File: config.mk
export PLATFORM = sky130hd
export DESIGN_NAME = ltssm_detect_poll_ctrl
export DESIGN_NICKNAME = d
export VERILOG_FILES = /design/src/rtl/ltssm_detect_poll_ctrl.sv
export SDC_FILE = /design/constraint.sdc
export NUM_CORES = 1
export LEC_CHECK = 0
export CAP_MARGIN = 20
export CELL_PAD_IN_SITES_DETAIL_PLACEMENT = 0
export CELL_PAD_IN_SITES_GLOBAL_PLACEMENT = 1
export CORE_MARGIN = 1
export CORE_UTILIZATION = 31
export CTS_BUF_LIST = sky130_fd_sc_hd__clkbuf_2
export CTS_CLUSTER_SIZE = 8
export DETAILED_ROUTE_END_ITERATION = 10
export GPL_ROUTABILITY_DRIVEN = 0
export PLACE_DENSITY_LB_ADDON = 0.1
export SYNTH_ARGS = -nofsm -noshare
export SYNTH_HDL_FRONTEND = slang
export SYNTH_SLANG_ARGS = --single-unit
File: constraint.sdc
create_clock -name clk -period 2.7 [get_ports clk]
set_input_delay 0.405 -clock clk [delete_from_list [all_inputs] [get_ports clk]]
set_output_delay 0.405 -clock clk [all_outputs]
set_load 0.01 [all_outputs]
File: src/rtl/ltssm_detect_poll_ctrl.sv
// Link-training front end: Detect.Quiet/Active, Polling.Active/Configuration/Compliance, Config hand-off.
// Per-lane receiver-detect handshake, per-lane TS receive counting, TS transmit counting and lane narrowing.
module ltssm_detect_poll_ctrl #(
  parameter int LANE_NUM       = 4,
  parameter int CNT_W          = 32,
  parameter int DET_QUIET_TO   = 12000,
  parameter int DET_ACTIVE_TO  = 12000,
  parameter int POLL_ACTIVE_TO = 24000,
  parameter int POLL_CFG_TO    = 48000,
  parameter int TS_RX_MIN      = 8,
  parameter int TS_TX_MIN      = 16
) (
  input  logic                clk,
  input  logic                rst,
  input  logic [LANE_NUM-1:0] elec_idle_break,
  output logic [LANE_NUM-1:0] rx_det_seq_req,
  input  logic [LANE_NUM-1:0] rx_det_seq_ack,
  input  logic [LANE_NUM-1:0] rx_det_valid,
  input  logic                force_compliance,
  input  logic                link_down,
  output logic [7:0]          ts_info,
  output logic                ts_start,
  input  logic                ts_sent,
  input  logic [LANE_NUM-1:0] ts1_rx,
  input  logic [LANE_NUM-1:0] ts2_rx,
  output logic [LANE_NUM-1:0] lane_active,
  output logic                link_up,
  output logic                timeout_evt
);

  typedef enum logic [2:0] {S_DQ, S_DA, S_PA, S_PC, S_PCOMP, S_CFG} state_t;

  localparam int RX_W = $clog2(TS_RX_MIN + 1);
  localparam int TX_W = $clog2(TS_TX_MIN + 1);
  localparam logic [RX_W-1:0] RX_FULL = RX_W'(TS_RX_MIN);
  localparam logic [TX_W-1:0] TX_FULL = TX_W'(TS_TX_MIN);

  state_t              state, state_nxt;
  logic [CNT_W-1:0]    timer;
  logic                fresh;
  logic                timed, expire, acked_all, train_ok, state_chg, ts2_seen;
  logic [LANE_NUM-1:0] acked, rx_qual, lane_nxt;
  logic [RX_W-1:0]     rx_cnt [LANE_NUM];
  logic [TX_W-1:0]     tx_cnt;

  function automatic logic [7:0] ts_code(input state_t s);
    case (s)
      S_DA:    return 8'h01;
      S_PA:    return 8'h10;
      S_PC:    return 8'h11;
      S_PCOMP: return 8'h12;
      S_CFG:   return 8'h20;
      default: return 8'h00;
    endcase
  endfunction

  function automatic logic [CNT_W-1:0] timeout_load(input state_t s);
    case (s)
      S_DQ:    return CNT_W'(DET_QUIET_TO - 1);
      S_DA:    return CNT_W'(DET_ACTIVE_TO - 1);
      S_PA:    return CNT_W'(POLL_ACTIVE_TO - 1);
      S_PC:    return CNT_W'(POLL_CFG_TO - 1);
      default: return '0;
    endcase
  endfunction

  // The first cycle out of reset only loads the timer, so it can never expire there.
  always_comb begin
    timed     = (state == S_DQ) || (state == S_DA) || (state == S_PA) || (state == S_PC);
    expire    = timed && !fresh && (timer == '0);
    acked_all = &(acked | rx_det_seq_ack);
    rx_qual   = '0;
    for (int i = 0; i < LANE_NUM; i++) begin
      rx_qual[i] = lane_active[i] && (rx_cnt[i] == RX_FULL);
    end
    train_ok  = (rx_qual == lane_active) && (tx_cnt == TX_FULL);
  end

  always_comb begin
    state_nxt = state;
    lane_nxt  = lane_active;
    case (state)
      S_DQ: begin
        if (|elec_idle_break || expire) state_nxt = S_DA;
      end
      S_DA: begin
        if (acked_all) begin
          if (|rx_det_valid) begin
            state_nxt = S_PA;
            lane_nxt  = rx_det_valid;
          end else begin
            state_nxt = S_DQ;
          end
        end else if (expire) begin
          state_nxt = S_DQ;
        end
      end
      S_PA: begin
        if (force_compliance) begin
          state_nxt = S_PCOMP;
        end else if (train_ok) begin
          state_nxt = S_PC;
        end else if (expire) begin
          state_nxt = (|rx_qual) ? S_PC : S_DQ;
          lane_nxt  = rx_qual;
        end
      end
      S_PCOMP: begin
        if (!force_compliance) state_nxt = S_PA;
      end
      S_PC: begin
        if (train_ok)    state_nxt = S_CFG;
        else if (expire) state_nxt = S_DQ;
      end
      S_CFG: begin
        if (link_down) state_nxt = S_DQ;
      end
      default: state_nxt = S_DQ;
    endcase
    if (state_nxt == S_DQ) lane_nxt = '0;
    state_chg = (state_nxt != state);
  end

  always_ff @(posedge clk) begin
    if (rst) begin
      state          <= S_DQ;
      timer          <= '0;
      fresh          <= 1'b1;
      lane_active    <= '0;
      rx_det_seq_req <= '0;
      acked          <= '0;
      ts_info        <= 8'h00;
      ts_start       <= 1'b0;
      link_up        <= 1'b0;
      timeout_evt    <= 1'b0;
      tx_cnt         <= '0;
      ts2_seen       <= 1'b0;
      for (int i = 0; i < LANE_NUM; i++) rx_cnt[i] <= '0;
    end else begin
      state       <= state_nxt;
      lane_active <= lane_nxt;
      fresh       <= 1'b0;
      ts_info     <= ts_code(state_nxt);
      ts_start    <= state_chg;
      link_up     <= (state_nxt == S_CFG);
      timeout_evt <= expire;

      if (state_chg)      timer <= timeout_load(state_nxt);
      else if (fresh)     timer <= timeout_load(state);
      else if (timer != '0) timer <= timer - CNT_W'(1);

      if (state_chg) begin
        rx_det_seq_req <= (state_nxt == S_DA) ? '1 : '0;
        acked          <= '0;
      end else if (state == S_DA) begin
        rx_det_seq_req <= rx_det_seq_req & ~rx_det_seq_ack;
        acked          <= acked | rx_det_seq_ack;
      end

      // Pulses in a transition cycle would only bump counters that are cleared on entry anyway.
      for (int i = 0; i < LANE_NUM; i++) begin
        if (state_chg) begin
          rx_cnt[i] <= '0;
        end else if (lane_active[i] && state == S_PA) begin
          if ((ts1_rx[i] || ts2_rx[i]) && rx_cnt[i] != RX_FULL) rx_cnt[i] <= rx_cnt[i] + RX_W'(1);
        end else if (lane_active[i] && state == S_PC) begin
          if (ts2_rx[i]) begin
            if (rx_cnt[i] != RX_FULL) rx_cnt[i] <= rx_cnt[i] + RX_W'(1);
          end else if (ts1_rx[i]) begin
            rx_cnt[i] <= '0;
          end
        end
      end

      if (state_chg) begin
        tx_cnt   <= '0;
        ts2_seen <= 1'b0;
      end else begin
        if (ts_sent && tx_cnt != TX_FULL && (state == S_PA || (state == S_PC && ts2_seen)))
          tx_cnt <= tx_cnt + TX_W'(1);
        if (state == S_PC && |(ts2_rx & lane_active)) ts2_seen <= 1'b1;
      end
    end
  end

endmodule
=== Yosys cells after proc, flatten, opt, wreduce, memory -nomap -nowiden ===
Memories as Yosys holds them, arrays and structs flattened.
Cells that the tools add are included.

* Muxes and demuxes: 124
* Equal/unequal tests: 27
* Shift-type cells: 0
* Multipliers: 0
* Magnitude comparators: 0
* Bitwise logic cells: 20
* Divide/modulo/power cells: 0
* Add/subtract/negate cells: 6
* Reduce and logical (&&, ||, !) cells: 50

{| class="wikitable"
|+ Operators with widths
! cell !! count
|-
| $mux 32 || 3
|-
| $mux 4 || 24
|-
| $pmux 16 s3 || 2
|-
| $mux 1 || 81
|-
| $logic_not 32->1 || 1
|-
| $reduce_bool 32->1 || 1
|-
| $sub 32x1->32 const B || 1
|-
| $pmux 6 s5 || 1
|-
| $mux 3 || 9
|-
| $logic_and 1x1->1 || 23
|-
| $pmux 3 s6 || 1
|-
| $add 4x1->4 const B || 4
|-
| $eq 4x4->1 const B || 4
|-
| $ne 4x4->1 const B || 4
|-
| $or 1x1->1 || 16
|-
| $reduce_or 4->1 || 4
|-
| $eq 3x2->1 const B || 4
|-
| $eq 3x3->1 const B || 4
|-
| $logic_or 1x1->1 || 9
|-
| $and 4x4->4 || 2
|-
| $ne 2x2->1 const B || 4
|-
| $pmux 4 s2 || 1
|-
| $reduce_or 2->1 || 4
|-
| $eq 3x1->1 const B || 2
|-
| other kinds (15) || 18
|}

* Word-level logic and storage cells: 240
* Register bits after elaboration: 65
* Memory bits (read-only): 0
* Input port bits: 25
* Memories kept: 1
* Bits in writable memories: 16
* Output and inout port bits: 19
* Bits in latches: 0

{| class="wikitable"
|+ Memories
! name !! depth !! bits a word !! read ports !! clocked after memory_dff !! wr ports !! RTL line !! RTL
|-
| rx_cnt || 4 || 4 || 4 || 0 || 4 || 43 || <nowiki>logic [RX_W-1:0] rx_cnt [LANE_NUM];</nowiki>
|}

=== Depth between registers and ports, before layout ===
* Depth in word-level cells: 18
* Gate-level depth with buffers: 13

=== Worst setup path before layout ===
No wires, ideal clock.

* Kind: register to register
* Start point: memory rx_cnt[1][0] (netlist bit)
* End point: memory rx_cnt[1][0] (netlist bit) (enable)
* Path slack: -0.090 ns
* Arrival: 2.449 ns
* Clock period less this slack: 2.790 ns
* Stages on the path, launching flop included: 11
* Cell sequence: edfxtp_1 > inv_1 > ha_1 > nand3b_1 > a222oi_1 > and2_1 > clkbuf_1 > o21a_1 > o21ai_4 > nor3_2 > o311ai_0

{| class="wikitable"
|+ RTL lines
! element !! RTL line
|-
| from (decl) || 43
|}

=== Worst setup path in the final report ===
* Start point: register timer[24]
* End point: register timer[28]

* Cells in the longest elaborated chain, start to end: 8
* Elaborated cells between the ends (all ways): 18
* Those cells by class: add/sub (1); eq/ne (1); mux (11); reduce/logical (5)

{| class="wikitable"
|+ RTL lines
! element !! RTL line !! RTL
|-
| from (decl) || 39 || <nowiki>logic [CNT_W-1:0] timer;</nowiki>
|-
| from (signal assigned) || 148 || <nowiki>if (state_chg) timer <= timeout_load(state_nxt);</nowiki>
|-
| from (signal assigned) || 149 || <nowiki>else if (fresh) timer <= timeout_load(state);</nowiki>
|-
| from (signal assigned) || 150 || <nowiki>else if (timer != '0) timer <= timer - CNT_W'(1);</nowiki>
|-
| $logic_not 32->1 || 70 || <nowiki>expire = timed && !fresh && (timer == '0);</nowiki>
|-
| $logic_and 1x1->1 || 70 ||
|-
| $mux 3 || 103 || <nowiki>end else if (expire) begin</nowiki>
|-
| $mux 3 || 101 || <nowiki>end else if (train_ok) begin</nowiki>
|-
| $mux 3 || 99 || <nowiki>if (force_compliance) begin</nowiki>
|-
| $pmux 3 s6 || 82 || <nowiki>case (state)</nowiki>
|-
| $ne 3x3->1 || 121 || <nowiki>state_chg = (state_nxt != state);</nowiki>
|-
| $reduce_bool 3->1 (no line) / $mux 32 (equally long branches) || - ||
|}

Parallel ways exist; a longest one is shown, timed or not. The select of a mux whose other input is x is not followed.
A chain may end at the register's enable or synchronous reset.

==> impl_results.md <==
- GR Overflow Total: 0
- Via density: 5.017
- CTS tree: yes
- Unrepaired setup endpoints after global routing: true
- Internal Power: 0.002056 W
- Worst EP required: 3250 ps
- Slew margin rel.: 0.4742
- Overall power: 0.002950 W
- Final period util: 1.117
- FP Rows: 42
- Cts bufs inserted: 9
- Outcome: finished with violations
- FF-to-FF setup slack: -320 ps
- WL final: 13310 um
- Initial DRC count: 171
- Clock power share: 0.284
- CTS max path bufs: 2
- Max VDD drop: 0.2297 mV
- HP Start: rx_det_valid[0]
- Pins Over Slew Limit: 0
- DR WL/cell: 15.88 um
- Count of cell types in the netlist: 63
- Most frequent cells in the layout: 109 x buf_4, 58 x dfxtp_1, 46 x nor2_1
- Clock Tree Root: clkbuf_2
- Async set-reset flop share out of synthesis: 0
- Critical Path Fanout Max: 7
- Kind of critical path: reg -> reg
- Number of port buffers: 39
- Setup violations, final: 71
- Layout area overhead: 49.72%
- Net Sw Frac: 0.3031
- Die H: 119.2 um
- Mapped cell area: 0.004260 sq mm
- Layout Skew: 37.44 ps
- Area of the core: 0.01335 sq mm
- Most common cell after layout, fill and taps aside: buf_4
- Reg power frac: 0.443
- Largest net degree at the start of global routing: 20
- Worst Hold Class: in -> reg
- Clock slew at reported path FFs: 230 ps
- # nets final: 693
- Failing checks: setup timing
- Worst-Skew Late Latency: 590 ps
- Synthesis-stage register bit count: 77
- CP arrival: 3560 ps
- Setup slack after layout: -316.9 ps
- Max frequency: 331.5 MHz
- Final Cell Area: 0.006379 sq mm
- CTS sink cnt: 77
- Setup_tns: -12340 ps
- H-tree levels: 3
- Number of global-route vias before repair: 4173
- Mapped Cells: 497
- Post-DP Area: 0.005629 sq mm
- Total number of vias: 4204
- Total GRT Usage: 0.1927
- Pwr dens: 462.5 mW/mm^2
- Post-synth EDFFs: 16
- Max-cap violations: 0
- Mean post-synth cell area: 8.572 sq um
- Io pins: 44
- Switching power: 0.0008942 W
- Top_reg_cell synth: dfxtp_1
- Crit. Startpoint: timer[24]
- First-pass GRT wire length: 21400 um
- Final hold vios: 0
- Seq/Total Area, Yosys: 0.3994
- Drt drc: 0
- Routed Antenna Nets: 0
- Starting density of the core: 0.3192
- Die Wd: 119.2 um
- Combinational power share: 0.273
- Layout cell share with drive strength beyond 1: 0.3359
- Post-DP HPWL: 9595 um
- Leak Pwr: 2.438 nW
- Post-Layout Cell Count: 838
- Drt first pass iters: 4
- Post-layout min period: 3017 ps
- Worst Tran Pin Value: 785.1 ps
- Ys Warns: 0
- # placed instances: 803
- DIE AREA: 0.01422 sq mm
- WHS: 487.7 ps
- Initial antenna violation count: 1
- Critical path endpoint category: register
- Startpoint types: register
- # fillers: 1313
- Worst r2r src: timer[24]
-- sequential cells by signal, indices dropped and copies added (netlist names) --
signal,count
ts2_seen,1
ts_info,4
tx_cnt,5
state,3
acked,4
timer,32
ts_start,1
rx_cnt,16
link_up,1
rx_det_seq_req,4
fresh,1
lane_active,4
timeout_evt,1
-- timing repair --
action                                  CTS  global route
endpoints found under the setup margin   79            85
resized for setup                        59            60
pin swaps                                24            26
setup buffers                            14             8
gates cloned                              2             1
hold buffers                              0             0
hold endpoints to repair                  0             0
-- worst paths after layout --
path                        to  depth (start not counted)
min             lane_active[0]                          4
max                  timer[28]                          9
max reg2reg          timer[28]                          9
min reg2reg  rx_det_seq_req[0]                          2
-- cell families after synthesis --
| family | after synthesis | synth area share |
|---|---|---|
| compound gates | 121 | 0.1836 |
| xor+xnor | 31 | 0.06373 |
| fa+ha+maj | 12 | 0.03524 |
| buf+inv | 46 | 0.04669 |
| flops | 77 | 0.3994 |
| mux | 2 | 0.004699 |
| other cells | 1 | 0.0008802 |
| simple gates | 207 | 0.2658 |
-- per-stage QoR --
| stage | util | setup slack [ps] |
|---|---|---|
| 6_report | 0.4779 | -316.9 |
| 3_5_place_dp | 0.4217 | -369.3 |
| 2_1_floorplan | - | -42.01 |
| 4_1_cts | 0.4606 | -277.8 |
| 5_1_grt | 0.4779 | -390.7 |
| 3_3_place_gp | 0.4217 | -309.9 |
-- power by group through the flow --
stage	sequential (W)	clock, W	combinational, W
after global routing	0.00132	0.000893	0.000875
after CTS	0.00131	0.000857	0.000744
final	0.00131	0.000838	0.000806
after floorplan	0.00134	0	0.000322
after global placement	0.00132	0	0.000662
after detailed placement	0.00133	0	0.000668
-- synthesized netlist by cell type, types with 4 or more instances --
master	instances	area [sq um]
nand2_1	25	93.84
a21oi_1	40	200.2
nand3b_1	7	52.55
nor3b_1	4	30.03
or3_1	18	112.6
nand3_1	21	105.1
inv_1	22	82.58
o31ai_1	6	45.04
nor4_1	9	56.30
o21a_1	9	67.56
nor4_2	4	50.05
clkbuf_1	14	52.55
nor3_1	21	105.1
nor2_1	60	225.2
o21ai_0	31	155.2
or4_1	9	67.56
xor2_1	15	131.4
dfxtp_1	61	1221
nand2b_1	7	43.79
xnor2_1	16	140.1
edfxtp_1	16	480.5
o211ai_1	5	37.54
buf_4	4	30.03
ha_1	12	150.1
-- area by class of cell --
class	count	area [sq um]	area share
clock buffer	11	55.05	0.008631
inverter	23	86.33	0.01353
antenna	1	2.502	0.0003923
clock inverter	5	100.1	0.01569
multi-input combinational	378	2774	0.4349
tap	176	220.2	0.03452
sequential	77	1705	0.2674
timing repair buffer	167	1435	0.2250
-- per-layer routing --
metal | wire length, um | up-vias | GRT usage | share of wire
li1 | - | 2112 | - | -
met1 | 6713 | 2017 | 0.2754 | 0.50
met2 | 5997 | 62 | 0.2874 | 0.45
met3 | 386 | 13 | 0.03017 | 0.029
met4 | 211 | 0 | 0.07674 | 0.016
met5 | 0 | - | 0 | 0
-- critical path: stages, from the launching register on --
cell and delay, ps:
dfxtp_2 380, or4_4 520, nand4b_4 210, or4b_4 520, a21bo_4 240, o21ai_4 250, nor3_4 100, buf_12 150
or4b_4 480, a21oi_2 120
No activity file was read; power rests on OpenSTA's default activity.
